==> src/rtl/isr_imr_multi_pkg.sv <==
// Shared definitions for the multi-channel interrupt status/mask controller:
// register select codes, per-channel source offsets and sizing helpers.
package isr_imr_pkg;

    typedef enum logic [1:0] {
        REG_ISR  = 2'd0,
        REG_IMR  = 2'd1,
        REG_IVR  = 2'd2,
        REG_RSVD = 2'd3
    } reg_sel_e;

    // Bit offsets of each source inside a channel's 4-bit ISR nibble.
    localparam int SRC_TX     = 0;
    localparam int SRC_RX     = 1;
    localparam int SRC_DBRK   = 2;
    localparam int SRC_AUX    = 3;
    localparam int SRC_PER_CH = 4;

    localparam logic [7:0] IVR_DEFAULT = 8'h0F;

    // Ceiling log2; returns 0 for n <= 1.
    function automatic int clog2_f(input int n);
        int r;
        r = 0;
        for (int i = 0; i < 31; i++) begin
            if ((1 << i) < n) r = i + 1;
        end
        return r;
    endfunction

    // Byte-select width: at least one bit even when only one byte exists.
    function automatic int bsel_width(input int num_ch);
        return (num_ch / 2 > 1) ? clog2_f(num_ch / 2) : 1;
    endfunction

endpackage

==> src/rtl/isr_imr_multi_if.sv <==
// CPU-side register bus of the interrupt controller.
// Access protocol: a register access is framed by cs=1. With rw=1 the read
// data is combinational on data_out with data_oe=1 for as long as cs stays
// high. With rw=0 exactly one write commits on the first cycle of each cs
// assertion. iack=1 requests the interrupt vector and overrides any read.
interface isr_imr_multi_if #(
    parameter int BSEL_W = 1
);
    logic              cs;
    logic              rw;
    logic [1:0]        reg_sel;
    logic [BSEL_W-1:0] byte_sel;
    logic [7:0]        data_in;
    logic [7:0]        data_out;
    logic              data_oe;
    logic              iack;

    modport master (
        output cs, rw, reg_sel, byte_sel, data_in, iack,
        input  data_out, data_oe
    );

    modport slave (
        input  cs, rw, reg_sel, byte_sel, data_in, iack,
        output data_out, data_oe
    );
endinterface

==> src/rtl/isr_imr_multi_chan_slice.sv <==
// One channel's four ISR bits: two sampled level sources and two
// edge-latched event sources with write-1-to-clear.
module isr_chan_slice
    import isr_imr_pkg::*;
(
    input  logic                  clk,
    input  logic                  rst,
    input  logic                  i_tx_rdy,
    input  logic                  i_rx_rdy,
    input  logic                  i_dbrk_evt,
    input  logic                  i_aux_evt,
    input  logic                  i_w1c_dbrk,
    input  logic                  i_w1c_aux,
    output logic [SRC_PER_CH-1:0] o_isr
);

    logic [SRC_PER_CH-1:0] r_isr;

    // Level bits follow their inputs; event bits latch and a new pulse beats a clear.
    always_ff @(posedge clk) begin
        if (rst) begin
            r_isr <= '0;
        end else begin
            r_isr[SRC_TX]   <= i_tx_rdy;
            r_isr[SRC_RX]   <= i_rx_rdy;
            r_isr[SRC_DBRK] <= i_dbrk_evt | (r_isr[SRC_DBRK] & ~i_w1c_dbrk);
            r_isr[SRC_AUX]  <= i_aux_evt  | (r_isr[SRC_AUX]  & ~i_w1c_aux);
        end
    end

    assign o_isr = r_isr;

endmodule

==> src/rtl/isr_imr.sv <==
// Top of the multi-channel interrupt controller: register bus decode,
// IMR/IVR storage, IACK vector response and the registered priority encoder.
module isr_imr_multi
    import isr_imr_pkg::*;
#(
    parameter int         NUM_CH       = 2,
    parameter logic [7:0] IVR_RESET    = IVR_DEFAULT,
    parameter bit         IMR_READBACK = 1'b1,
    localparam int        BSEL_W       = bsel_width(NUM_CH),
    localparam int        ID_W         = clog2_f(SRC_PER_CH * NUM_CH)
) (
    input  logic                 clk,
    input  logic                 rst,
    isr_imr_multi_if.slave       bus,
    input  logic [NUM_CH-1:0]    tx_rdy,
    input  logic [NUM_CH-1:0]    rx_rdy,
    input  logic [NUM_CH-1:0]    dbrk_evt,
    input  logic [NUM_CH-1:0]    aux_evt,
    output logic                 irq_n,
    output logic [ID_W-1:0]      irq_id,
    output logic                 irq_id_valid
);

    localparam int NUM_BYTES = NUM_CH / 2;
    localparam int NBITS     = SRC_PER_CH * NUM_CH;

    logic              r_cs_d;
    logic [NBITS-1:0]  r_imr;
    logic [7:0]        r_ivr;
    logic              r_irq_n;
    logic [ID_W-1:0]   r_irq_id;
    logic              r_irq_id_valid;

    logic              w_wr_commit;
    logic              w_byte_ok;
    logic [NBITS-1:0]  w_isr;
    logic [NBITS-1:0]  w_pend;
    logic [ID_W-1:0]   w_id;
    logic [NUM_CH-1:0] w_w1c_dbrk;
    logic [NUM_CH-1:0] w_w1c_aux;
    logic [7:0]        w_rd_data;

    // A write commits only on the rising edge of cs, so a held cs writes once.
    assign w_wr_commit = bus.cs & ~r_cs_d & ~bus.rw;

    // Flags whether byte_sel addresses an implemented byte.
    always_comb begin
        w_byte_ok = 1'b0;
        for (int k = 0; k < NUM_BYTES; k++) begin
            if (bus.byte_sel == BSEL_W'(k)) w_byte_ok = 1'b1;
        end
    end

    // Decodes ISR writes into per-channel clear strobes for the event bits.
    always_comb begin
        w_w1c_dbrk = '0;
        w_w1c_aux  = '0;
        if (w_wr_commit && bus.reg_sel == REG_ISR && w_byte_ok) begin
            for (int c = 0; c < NUM_CH; c++) begin
                if (bus.byte_sel == BSEL_W'(c / 2)) begin
                    w_w1c_dbrk[c] = bus.data_in[SRC_PER_CH * (c % 2) + SRC_DBRK];
                    w_w1c_aux[c]  = bus.data_in[SRC_PER_CH * (c % 2) + SRC_AUX];
                end
            end
        end
    end

    for (genvar c = 0; c < NUM_CH; c++) begin : g_chan
        isr_chan_slice u_slice (
            .clk        (clk),
            .rst        (rst),
            .i_tx_rdy   (tx_rdy[c]),
            .i_rx_rdy   (rx_rdy[c]),
            .i_dbrk_evt (dbrk_evt[c]),
            .i_aux_evt  (aux_evt[c]),
            .i_w1c_dbrk (w_w1c_dbrk[c]),
            .i_w1c_aux  (w_w1c_aux[c]),
            .o_isr      (w_isr[SRC_PER_CH*c +: SRC_PER_CH])
        );
    end

    // Holds the cs history plus the IMR and IVR registers.
    always_ff @(posedge clk) begin
        if (rst) begin
            r_cs_d <= 1'b0;
            r_imr  <= '0;
            r_ivr  <= IVR_RESET;
        end else begin
            r_cs_d <= bus.cs;
            if (w_wr_commit && w_byte_ok) begin
                if (bus.reg_sel == REG_IMR) begin
                    for (int k = 0; k < NUM_BYTES; k++) begin
                        if (bus.byte_sel == BSEL_W'(k)) r_imr[8*k +: 8] <= bus.data_in;
                    end
                end else if (bus.reg_sel == REG_IVR) begin
                    r_ivr <= bus.data_in;
                end
            end
        end
    end

    // Selects the addressed register byte for a read; unknown targets read zero.
    always_comb begin
        w_rd_data = 8'h00;
        if (w_byte_ok) begin
            case (bus.reg_sel)
                REG_ISR: begin
                    for (int k = 0; k < NUM_BYTES; k++) begin
                        if (bus.byte_sel == BSEL_W'(k)) w_rd_data = w_isr[8*k +: 8];
                    end
                end
                REG_IMR: begin
                    if (IMR_READBACK) begin
                        for (int k = 0; k < NUM_BYTES; k++) begin
                            if (bus.byte_sel == BSEL_W'(k)) w_rd_data = r_imr[8*k +: 8];
                        end
                    end
                end
                REG_IVR: w_rd_data = r_ivr;
                default: w_rd_data = 8'h00;
            endcase
        end
    end

    // Drives the data bus: IACK vector first, otherwise a register read.
    always_comb begin
        bus.data_out = 8'h00;
        bus.data_oe  = 1'b0;
        if (bus.iack) begin
            if (!r_irq_n) begin
                bus.data_out = r_ivr;
                bus.data_oe  = 1'b1;
            end
        end else if (bus.cs && bus.rw) begin
            bus.data_out = w_rd_data;
            bus.data_oe  = 1'b1;
        end
    end

    // Finds the lowest-index pending enabled source.
    always_comb begin
        w_pend = w_isr & r_imr;
        w_id   = '0;
        for (int i = NBITS - 1; i >= 0; i--) begin
            if (w_pend[i]) w_id = ID_W'(i);
        end
    end

    // Registers the interrupt request and source ID.
    always_ff @(posedge clk) begin
        if (rst) begin
            r_irq_n        <= 1'b1;
            r_irq_id       <= '0;
            r_irq_id_valid <= 1'b0;
        end else begin
            r_irq_n        <= ~|w_pend;
            r_irq_id       <= w_id;
            r_irq_id_valid <= |w_pend;
        end
    end

    assign irq_n        = r_irq_n;
    assign irq_id       = r_irq_id;
    assign irq_id_valid = r_irq_id_valid;

endmodule

==> src/flat_wrapper.sv <==
// flat-port wrapper written by rule: the top's interface ports become plain ports
module isr_imr_multi_flat import isr_imr_pkg::*;
#(
    parameter int         NUM_CH       = 2,
    parameter logic [7:0] IVR_RESET    = IVR_DEFAULT,
    parameter bit         IMR_READBACK = 1'b1,
    localparam int        BSEL_W       = bsel_width(NUM_CH),
    localparam int        ID_W         = clog2_f(SRC_PER_CH * NUM_CH)
)
  (clk, rst, tx_rdy, rx_rdy, dbrk_evt, aux_evt, irq_n, irq_id, irq_id_valid, bus_cs, bus_rw, bus_reg_sel, bus_byte_sel, bus_data_in, bus_iack, bus_data_out, bus_data_oe);
  isr_imr_multi_if #(.BSEL_W(1)) bus_i ();
  input  logic clk;
  input  logic rst;
  input  logic [NUM_CH-1:0] tx_rdy;
  input  logic [NUM_CH-1:0] rx_rdy;
  input  logic [NUM_CH-1:0] dbrk_evt;
  input  logic [NUM_CH-1:0] aux_evt;
  output logic irq_n;
  output logic [ID_W-1:0] irq_id;
  output logic irq_id_valid;
  input wire logic [$bits(bus_i.cs)-1:0] bus_cs;
  input wire logic [$bits(bus_i.rw)-1:0] bus_rw;
  input wire logic [$bits(bus_i.reg_sel)-1:0] bus_reg_sel;
  input wire logic [$bits(bus_i.byte_sel)-1:0] bus_byte_sel;
  input wire logic [$bits(bus_i.data_in)-1:0] bus_data_in;
  input wire logic [$bits(bus_i.iack)-1:0] bus_iack;
  output wire logic [$bits(bus_i.data_out)-1:0] bus_data_out;
  output wire logic [$bits(bus_i.data_oe)-1:0] bus_data_oe;
  assign bus_i.cs = bus_cs;
  assign bus_i.rw = bus_rw;
  assign bus_i.reg_sel = bus_reg_sel;
  assign bus_i.byte_sel = bus_byte_sel;
  assign bus_i.data_in = bus_data_in;
  assign bus_i.iack = bus_iack;
  assign bus_data_out = bus_i.data_out;
  assign bus_data_oe = bus_i.data_oe;
  isr_imr_multi #(.NUM_CH(NUM_CH), .IVR_RESET(IVR_RESET), .IMR_READBACK(IMR_READBACK)) u_core (.clk(clk), .rst(rst), .bus(bus_i), .tx_rdy(tx_rdy), .rx_rdy(rx_rdy), .dbrk_evt(dbrk_evt), .aux_evt(aux_evt), .irq_n(irq_n), .irq_id(irq_id), .irq_id_valid(irq_id_valid));
endmodule
==> config.mk <==
export PLATFORM = sky130hd
export DESIGN_NAME = isr_imr_multi_flat
export DESIGN_NICKNAME = d
export VERILOG_FILES = /design/src/rtl/isr_imr_multi_pkg.sv /design/src/rtl/isr_imr_multi_if.sv /design/src/rtl/isr_imr_multi_chan_slice.sv /design/src/rtl/isr_imr.sv /design/src/flat_wrapper.sv
export SDC_FILE = /design/constraint.sdc
export NUM_CORES = 1
export LEC_CHECK = 0
export ABC_AREA = 1
export CORE_MARGIN = 10
export CORE_UTILIZATION = 30
export CTS_BUF_LIST = sky130_fd_sc_hd__clkbuf_16
export CTS_CLUSTER_SIZE = 12
export DETAILED_ROUTE_END_ITERATION = 10
export GPL_ROUTABILITY_DRIVEN = 0
export HOLD_SLACK_MARGIN = 0.12
export PLACE_DENSITY = 0.53
export SLEW_MARGIN = 20
export SYNTH_ARGS = -nofsm -noshare
export SYNTH_HDL_FRONTEND = slang
export SYNTH_SLANG_ARGS = --single-unit
==> constraint.sdc <==
create_clock -name clk -period 1.27 [get_ports clk]
set_input_delay 0.254 -clock clk [delete_from_list [all_inputs] [get_ports clk]]
set_output_delay 0.254 -clock clk [all_outputs]
set_load 0.01 [all_outputs]
==> results.sh, run 1 <==
export IMPL_path_delay_family="buffers and inverters"
export IMPL_reg2reg_slack_ps=130
export IMPL_std_cell_rows=25
export IMPL_cts_hold_buffers=0
export IMPL_via_count_of_the_first_global_routing_pass=1645
export IMPL_drt_total_wl_um=4510
export IMPL_synth_common_cells="sky130_fd_sc_hd__nand2_1, sky130_fd_sc_hd__dfxtp_1, sky130_fd_sc_hd__inv_1, sky130_fd_sc_hd__nand3_1, sky130_fd_sc_hd__a21oi_1"
export IMPL_drcViolationCount=0
export IMPL_die_area_um2=8030
export IMPL_report_final_slew_viol_count=0
export IMPL_path_buf_inv=3
export IMPL_period_share=1.09
export IMPL_clock_insertion_delay_worst_skew_ps=270
export IMPL_crit_path_max_fanout=5
export IMPL_critical_path_slowest_cell="sky130_fd_sc_hd__nor3_4"
export IMPL_numCtsBuffers=5
export IMPL_hold_worst_slack_ps=335
export IMPL_slowest_delay_ps=220
export IMPL_ys_warn_count=0
export IMPL_achievable_frequency_mhz=724
export IMPL_post_route_cell_area_um2=2410
export IMPL_setup_viol_count_final=8
export IMPL_floorplan_initialDensity=0.308
export IMPL_synthesis_instances=213
export IMPL_status="finished with violations"
export IMPL_place_ws_ps=-1030
export IMPL_post_synth_cell_area_avg_um2=6.83
export IMPL_die_h_um=89.6
export IMPL_finalNetCount=318
export IMPL_crit_arrival_ps=1130
export IMPL_gr_total_overflow=0
export IMPL_crit_chain="buf_8 -> o21bai_4 -> nor3_4 -> buf_6 -> nand2_1 -> nand2_1 -> buf_2"
export IMPL_post_layout_total_power_mw=2.61
export IMPL_yosysTopAreaCellShare=0.413
export IMPL_max_capacitance_violation_total=0
export IMPL_setup_worst_path_start_class="input pin"
export IMPL_fin_util=0.511
export IMPL_num_io_pins=38
export IMPL_shortest_clock_period_the_worst_path_allows_after_layout_ps=1380
export IMPL_fin_ws_ps=-111
export IMPL_clk_root_buffer_cell="sky130_fd_sc_hd__clkbuf_16"
export IMPL_synthArstFlopShare=0
export IMPL_clockBufferDepth=2
export IMPL_drive_gt1_frac=0.323
export IMPL_finish_cell_count_without_fillers=361
export IMPL_synth_largest_area_cell="sky130_fd_sc_hd__dfxtp_1"
export IMPL_grt_first_pass_wirelength_um=7740
export IMPL_cts_tree="yes"
export IMPL_post_place_cells=344
export IMPL_irDropWorstVdd_v=0.000547
export IMPL_violations_in_the_final_reports="setup timing"
export IMPL_max_slew_worst_pin_slew_ps=297
export IMPL_floorplan_die_width_um=89.6
export IMPL_leakage_nw=1.15
export IMPL_slew_headroom=0.802
export IMPL_diodes=0
export IMPL_netlist_cell_type_count=25
export IMPL_rsz0062_at_grt="true"
export IMPL_synth_nets=237
export IMPL_antenna_left=0
export IMPL_post_drt_via_cell_ratio=4.33
export IMPL_critPathRequiredTime_ps=1020
export IMPL_detailedPlacementHpwl_um=3390
export IMPL_antenna_found_initial=0
export IMPL_cts_sinks=30
export IMPL_numPortBuffers=37
export IMPL_clk_pin_slew_worst_paths_ps=50
export IMPL_worstSetupEndpointType="primary output"
export IMPL_post_dp_cell_area_um2=2110
export IMPL_yosysSeqAreaShare=0.413
export IMPL_initialDrtViolationCount=88
export IMPL_placeableCoreArea_um2=4720
export IMPL_hold_viol_final=0
export IMPL_vias=1564
export IMPL_yosys_register_bits=30
export IMPL_total_negative_slack_for_setup_checks_ps=-754
export IMPL_ys_dominant_reg_cell="sky130_fd_sc_hd__dfxtp_1"
export IMPL_hp_class="input pin to flop"
export IMPL_routed_wire_length_per_instance_um=12.5
export IMPL_pwr_density_cell_nw_per_um2=1080
export IMPL_firstDrtPassIters=4
export IMPL_cts_max_level=2
export IMPL_grt_util_all_layers=0.125
export IMPL_finalClockSkew_ps=3.36
export IMPL_edff_count_synth=0
export IMPL_most_frequent_cell_after_synthesis="sky130_fd_sc_hd__nand2_1"
export IMPL_synthToLayoutAreaGrowth_pct=65.9
export IMPL_path_class="input pin to primary output"
export IMPL_grt_max_degree=10
export IMPL_cpMostUsedCell="sky130_fd_sc_hd__nand2_1"
export IMPL_netlist_top_cells_area="sky130_fd_sc_hd__dfxtp_1, sky130_fd_sc_hd__nand2_1, sky130_fd_sc_hd__nand3_1"
export IMPL_mapped_cell_area_um2=1450
layout by cell type (no fill, tap or decap), drive strengths merged:
cell	n
nand2	90
bufinv	1
buf	53
dfxtp	30
clkinv	2
a21oi	20
dlygate4sd2	5
and3	1
nand3b	1
o211ai	3
nor3	2
o21ai	3
nand3	22
inv	24
clkdlybuf4s15	1
clkdlybuf4s50	17
o21bai	1
clkbuf	7
nor2	11
metal layers:
metal  share of wire  vias up  global-route usage
met5               0        -                   0
met4           0.016        0              0.0477
met3           0.079        5              0.0460
met2            0.46       42               0.213
met1            0.44      686               0.137
li1                -      831                   -
area by class of cell:
cell class                 instances  area (um^2)
timing repair buffer              78          666
clock inverter                     2         33.8
clock buffer                       5          125
inverter                          25          111
multi-input combinational        154          788
tap                               67         83.8
fill                             490         2310
sequential                        30          604
state kept, by name (all words and copies together) (netlist names):
name                         count
u_core.g_chan.u_slice.o_isr      8
u_core.irq_id                    3
u_core.irq_id_valid              1
u_core.irq_n                     1
u_core.r_cs_d                    1
u_core.r_imr                     8
u_core.r_ivr                     8
power by group:
group | internal [mW] | switching, mW | total, mW
clock network | 0.904 | 0.388 | 1.29
registers | 0.970 | 0.0163 | 0.986
logic | 0.175 | 0.152 | 0.328
total | 2.05 | 0.556 | 2.61
logic make-up after synthesis:
family / share of synthesized area
buf+inv: 0.0929
flops: 0.413
compound gates: 0.102
simple gates: 0.392
timing repair:
action,4_1_cts,5_1_grt
setup endpoints to repair,34,15
buffers inserted,9,0
cloned,1,0
pin swaps,7,10
endpoints found under the hold margin,0,0
gates resized for setup,97,15
path summary, 6_finish.rpt:
check,startpoint,endpoint,depth (start not counted)
max,bus_byte_sel,bus_data_out[0],7
min,bus_cs,u_core.r_cs_d,4
max reg2reg,u_core.r_imr[2],u_core.irq_n,7
min reg2reg,u_core.r_ivr[5],u_core.r_ivr[5],2
worst register-to-register path, stage by stage (launching register included):
cell and delay, ps:
sky130_fd_sc_hd__dfxtp_1 330, sky130_fd_sc_hd__buf_4 110, sky130_fd_sc_hd__nand2_1 50, sky130_fd_sc_hd__nand2_1 80, sky130_fd_sc_hd__inv_1 50, sky130_fd_sc_hd__and3_1 130, sky130_fd_sc_hd__a21oi_1 210, sky130_fd_sc_hd__inv_1 60
(Power assumes the default switching activity.)
==> run 2: changes to the inputs <==
--- a/config.mk
+++ b/config.mk
@@ -13,7 +13,7 @@
 export DETAILED_ROUTE_END_ITERATION = 10
 export GPL_ROUTABILITY_DRIVEN = 0
 export HOLD_SLACK_MARGIN = 0.12
-export PLACE_DENSITY = 0.53
+export PLACE_DENSITY_LB_ADDON = 0.1
 export SLEW_MARGIN = 20
 export SYNTH_ARGS = -nofsm -noshare
 export SYNTH_HDL_FRONTEND = slang
==> results.sh, run 2 (synthesis results as in run 1) <==
export IMPL_cpMostUsedCell="sky130_fd_sc_hd__buf_6"
export IMPL_period_share=1.07
export IMPL_seq_power_share=0.379
export IMPL_max_slew_worst_pin_slew_ps=277
export IMPL_grt_first_pass_wirelength_um=7240
export IMPL_worstReg2RegEnd="u_core.irq_n"
export IMPL_routed_wire_length_per_instance_um=12.2
export IMPL_cts_tree="yes"
export IMPL_report_final_slew_viol_count=0
export IMPL_min_to="u_core.r_cs_d"
export IMPL_internal_power_mw=2.04
export IMPL_finalClockSkew_ps=4.27
export IMPL_grt_util_all_layers=0.117
export IMPL_path_buf_inv=3
export IMPL_critPathRequiredTime_ps=1020
export IMPL_drt_total_wl_um=4420
export IMPL_antenna_left=0
export IMPL_crit_path_max_fanout=6
export IMPL_comb_power_share=0.118
export IMPL_antenna_found_initial=0
export IMPL_hold_start="bus_cs"
export IMPL_layout_cells_most_common="sky130_fd_sc_hd__nand2_1"
export IMPL_max_capacitance_violation_total=0
export IMPL_leakage_nw=1.15
export IMPL_die_h_um=89.6
export IMPL_layout_filler_cells=508
export IMPL_netSwitchingFraction=0.214
export IMPL_crit_chain="buf_6 -> o21bai_4 -> nor3_4 -> buf_6 -> nand2_2 -> nand2_2 -> buf_6"
export IMPL_firstDrtPassIters=4
export IMPL_post_route_cell_area_um2=2400
export IMPL_achievable_frequency_mhz=733
export IMPL_status="finished with violations"
export IMPL_cts_sinks=30
export IMPL_path_class="input pin to primary output"
export IMPL_pwr_density_cell_nw_per_um2=1080
export IMPL_floorplan_initialDensity=0.308
export IMPL_path_delay_family="buffers and inverters"
export IMPL_slew_headroom=0.815
export IMPL_mostFrequentLayoutCells="sky130_fd_sc_hd__nand2_1, sky130_fd_sc_hd__buf_4, sky130_fd_sc_hd__dfxtp_1"
export IMPL_vias=1557
export IMPL_cts_max_level=2
export IMPL_hold_worst_slack_ps=331
export IMPL_worstSetupEndpointType="primary output"
export IMPL_setup_worst_path_start_class="input pin"
export IMPL_fin_util=0.509
export IMPL_via_count_of_the_first_global_routing_pass=1538
export IMPL_die_area_um2=8030
export IMPL_clk_pin_slew_worst_paths_ps=50
export IMPL_post_place_cells=345
export IMPL_clock_insertion_delay_worst_skew_ps=270
export IMPL_slowest_delay_ps=210
export IMPL_drcViolationCount=0
export IMPL_finalNetCount=318
export IMPL_crit_arrival_ps=1110
export IMPL_layout_area_seq_um2=604
export IMPL_hold_path_stages=4
export IMPL_num_io_pins=38
export IMPL_setup_viol_count_final=8
export IMPL_gr_total_overflow=0
export IMPL_numPortBuffers=37
export IMPL_post_drt_via_cell_ratio=4.30
export IMPL_clk_root_buffer_cell="sky130_fd_sc_hd__clkbuf_16"
export IMPL_placeableCoreArea_um2=4720
export IMPL_detailedPlacementHpwl_um=3370
export IMPL_reg2reg_slack_ps=120
export IMPL_floorplan_die_width_um=89.6
export IMPL_initialDrtViolationCount=90
export IMPL_finish_cell_count_without_fillers=362
export IMPL_numCtsBuffers=5
export IMPL_cts_hold_buffers=0
export IMPL_diodes=0
export IMPL_critical_path_slowest_cell="sky130_fd_sc_hd__nor3_4"
export IMPL_regToRegStartpoint="u_core.r_imr[3]"
export IMPL_clockPowerShare=0.503
export IMPL_violations_in_the_final_reports="setup timing"
export IMPL_multi_input_area_um2=778
export IMPL_rsz0062_at_grt="true"
export IMPL_drive_gt1_frac=0.322
export IMPL_clockBufferDepth=2
export IMPL_hp_class="input pin to flop"
export IMPL_grt_max_degree=18
export IMPL_power_switching_mw=0.558
export IMPL_shortest_clock_period_the_worst_path_allows_after_layout_ps=1360
export IMPL_post_dp_cell_area_um2=2120
export IMPL_synthToLayoutAreaGrowth_pct=65.2
export IMPL_hold_viol_final=0
export IMPL_irDropWorstVdd_v=0.000728
export IMPL_fin_ws_ps=-94.2
export IMPL_reg2regPathDepth=7
export IMPL_std_cell_rows=25
==> run 2: changes by cell type in the layout (fill, tap and decap cells not counted), sizes merged <==
| cell | previous run | this run |
|---|---|---|
| inv | 24 | 26 |
| buf | 53 | 54 |
| clkinv | 2 | 1 |
| nor2 | 11 | 10 |
==> run 2: metal layers <==
layer,up-vias,global-route usage,wire [um]
li1,834,-,-
met1,686,0.146,1990
met2,32,0.187,2090
met3,5,0.0343,282
met4,0,0.0434,59
met5,-,0,0
==> run 2: final cells by class <==
type                            count  area share
Clock buffer                        5      0.0521
Clock inverter                      3      0.0156
Inverter                           25      0.0443
Multi-Input combinational cell    153       0.324
Sequential cell                    30       0.252
Tap cell                           67      0.0349
Timing Repair Buffer               79       0.278
==> run 2: worst max-delay path by stage <==
stage	startpoint	end	slack, ps	cells after the start
finish	bus_byte_sel	bus_data_out[6]	-90	7
detailed placement	bus_reg_sel[1]	bus_data_out[6]	-960	8
global route	bus_byte_sel	bus_data_out[0]	-160	7
CTS	bus_byte_sel	bus_data_out[6]	-100	7
global placement	bus_reg_sel[1]	bus_data_out[6]	-930	8
floorplan	u_core.irq_n	bus_data_out[4]	40	3
==> run 2: worst reg2reg max path: cells and delay by family, from the launching register on <==
kind | cells | cell delay [ps]
compound gates | 1 | 190
buf+inv | 3 | 230
flops | 1 | 340
simple gates | 3 | 290
==> run 2: through the flow <==
| step | setup WS (ps) | total power, mW | TNS, ps |
|---|---|---|---|
| final | -94.2 | 2.60 | -688 |
| after global routing | -164 | 2.71 | -1250 |
| after CTS | -102 | 2.61 | -674 |
| after detailed placement | -959 | 1.28 | -16100 |
| after global placement | -934 | 1.28 | -15800 |
| after floorplan | 36.7 | 1.11 | 0 |
==> run 2: power groups by stage <==
stage                     Clock (mW)  Combinational (mW)  Sequential [mW]
after floorplan                    0               0.109             1.00
after global placement             0               0.273             1.01
after detailed placement           0               0.274             1.01
after CTS                       1.34               0.292            0.986
after global routing            1.39               0.340            0.989
final                           1.31               0.308            0.987
==> run 2: repair_timing <==
item | 4_1_cts | 5_1_grt
resized for setup | 84 | 22
pin swaps | 7 | 10
setup buffers | 5 | 3
setup endpoints to repair | 30 | 10
gates cloned | 0 | 1
==> run 3: changes to the inputs <==
--- a/config.mk
+++ b/config.mk
@@ -14,7 +14,8 @@
 export GPL_ROUTABILITY_DRIVEN = 0
 export HOLD_SLACK_MARGIN = 0.12
 export PLACE_DENSITY_LB_ADDON = 0.1
-export SLEW_MARGIN = 20
+export REMOVE_ABC_BUFFERS = 1
+export SLEW_MARGIN = 15
 export SYNTH_ARGS = -nofsm -noshare
 export SYNTH_HDL_FRONTEND = slang
 export SYNTH_SLANG_ARGS = --single-unit
==> results.sh, run 3 (synthesis results as in run 1) <==
export IMPL_fin_ws_ps=-114
export IMPL_vias=1587
export IMPL_worstReg2RegEnd="u_core.g_chan[1].u_slice.o_isr[2]"
export IMPL_placeableCoreArea_um2=4720
export IMPL_layout_filler_cells=495
export IMPL_gr_total_overflow=0
export IMPL_antenna_left=0
export IMPL_finish_cell_count_without_fillers=361
export IMPL_numPortBuffers=37
export IMPL_crit_path_max_fanout=6
export IMPL_achievable_frequency_mhz=722
export IMPL_report_final_slew_viol_count=0
export IMPL_synthToLayoutAreaGrowth_pct=62.9
export IMPL_shortest_clock_period_the_worst_path_allows_after_layout_ps=1380
export IMPL_die_area_um2=8030
export IMPL_drt_total_wl_um=4400
export IMPL_regToRegStartpoint="u_core.r_cs_d"
export IMPL_std_cell_rows=25
export IMPL_pwr_density_cell_nw_per_um2=1010
export IMPL_cts_hold_buffers=0
export IMPL_post_place_cells=350
export IMPL_worstSetupEndpointType="primary output"
export IMPL_path_class="flop to primary output"
export IMPL_drive_gt1_frac=0.310
export IMPL_cts_sinks=30
export IMPL_clk_pin_slew_worst_paths_ps=50
export IMPL_max_capacitance_violation_total=0
export IMPL_floorplan_die_width_um=89.6
export IMPL_hold_path_stages=4
export IMPL_diodes=0
export IMPL_status="finished with violations"
export IMPL_floorplan_initialDensity=0.308
export IMPL_num_io_pins=38
export IMPL_hold_start="bus_cs"
export IMPL_mostFrequentLayoutCells="sky130_fd_sc_hd__nand2_1, sky130_fd_sc_hd__buf_4, sky130_fd_sc_hd__dfxtp_1"
export IMPL_irDropWorstVdd_v=0.000965
export IMPL_routed_wire_length_per_instance_um=12.2
export IMPL_leakage_nw=1.14
export IMPL_antenna_found_initial=0
export IMPL_firstDrtPassIters=4
export IMPL_grt_util_all_layers=0.117
export IMPL_via_count_of_the_first_global_routing_pass=1558
export IMPL_setup_worst_path_start_class="flop"
export IMPL_critical_path_startpoint="u_core.irq_n"
export IMPL_cts_tree="yes"
export IMPL_post_drt_via_cell_ratio=4.40
export IMPL_reg2reg_slack_ps=130
export IMPL_layout_cells_most_common="sky130_fd_sc_hd__nand2_1"
export IMPL_rsz0062_at_grt="true"
export IMPL_violations_in_the_final_reports="setup timing"
export IMPL_die_h_um=89.6
export IMPL_post_layout_total_power_mw=2.39
export IMPL_crit_arrival_ps=1130
export IMPL_finalNetCount=317
export IMPL_clockBufferDepth=2
export IMPL_hold_viol_final=0
export IMPL_clk_root_buffer_cell="sky130_fd_sc_hd__clkbuf_16"
export IMPL_hold_worst_slack_ps=334
export IMPL_grt_max_degree=20
export IMPL_finalClockSkew_ps=3.07
export IMPL_place_ws_ps=-979
export IMPL_min_to="u_core.r_cs_d"
export IMPL_drcViolationCount=0
export IMPL_hp_class="input pin to flop"
export IMPL_grt_first_pass_wirelength_um=7150
export IMPL_detailedPlacementHpwl_um=3290
export IMPL_setup_viol_count_final=8
export IMPL_numCtsBuffers=5
export IMPL_reg2regPathDepth=7
export IMPL_cts_max_level=2
export IMPL_clock_insertion_delay_worst_skew_ps=270
export IMPL_max_slew_worst_pin_slew_ps=313
export IMPL_critPathRequiredTime_ps=1020
export IMPL_initialDrtViolationCount=65
export IMPL_period_share=1.09
export IMPL_slew_headroom=0.791
[run 3: changes by cell type in the layout (fill, tap and decap cells not counted), sizes merged]
| cell | change |
|---|---|
| clkinv | +3 |
| inv | -2 |
| bufinv | -1 |
| clkdlybuf4s15 | -1 |
[run 3: per-layer routing]
metal | track usage | vias up | wire [um]
met3 | 0.0433 | 4 | 472
met2 | 0.178 | 61 | 1950
met5 | 0 | - | 0
li1 | - | 831 | -
met4 | 0.0419 | 0 | 53
met1 | 0.149 | 691 | 1920
[run 3: worst max path at each step]
stage | end | slack [ps] | depth (start not counted)
after CTS | bus_data_out[4] | -130 | 7
after global placement | bus_data_out[4] | -1000 | 8
final | bus_data_out[2] | -110 | 5
after floorplan | bus_data_out[4] | 40 | 3
after detailed placement | bus_data_out[4] | -980 | 8
after global routing | bus_data_out[4] | -180 | 5
[run 3: area by class of cell]
| type | count | area, um^2 | area share |
|---|---|---|---|
| Clock buffer | 5 | 125 | 0.0528 |
| Clock inverter | 3 | 11.3 | 0.00475 |
| Inverter | 25 | 111 | 0.0470 |
| Multi-Input combinational cell | 153 | 779 | 0.329 |
| Sequential cell | 30 | 606 | 0.256 |
| Tap cell | 67 | 83.8 | 0.0354 |
| Timing Repair Buffer | 78 | 652 | 0.275 |
[run 3: repair_timing]
item / 4_1_cts / 5_1_grt
pin swaps: 5 / 10
gates resized for setup: 79 / 25
endpoints found under the setup margin: 34 / 10
setup buffers: 2 / 1
gates cloned: 0 / 0
endpoints found under the hold margin: 0 / 0
[run 3: worst max-delay path: stages (launching register included)]
cell	delay, ps
sky130_fd_sc_hd__dfxtp_2	330
sky130_fd_sc_hd__nor2_4	120
sky130_fd_sc_hd__buf_6	160
sky130_fd_sc_hd__nand2_1	60
sky130_fd_sc_hd__nand2_1	70
sky130_fd_sc_hd__buf_2	130
[run 3: power breakdown]
| part | internal (mW) | switching (mW) | leakage, nW |
|---|---|---|---|
| Sequential | 0.969 | 0.0138 | 0.245 |
| Clock | 0.703 | 0.386 | 0.0663 |
| Combinational | 0.172 | 0.147 | 0.825 |
[run 3: through the flow]
| step | utilization | cell area [um^2] | TNS, ps |
|---|---|---|---|
| 5_1_grt | 0.501 | 2370 | -1180 |
| 4_1_cts | 0.489 | 2310 | -833 |
| 3_5_place_dp | 0.460 | 2170 | -16040 |
| 3_3_place_gp | 0.460 | 2170 | -16100 |
| 6_report | 0.501 | 2370 | -678 |
| 2_1_floorplan | - | 1420 | 0 |
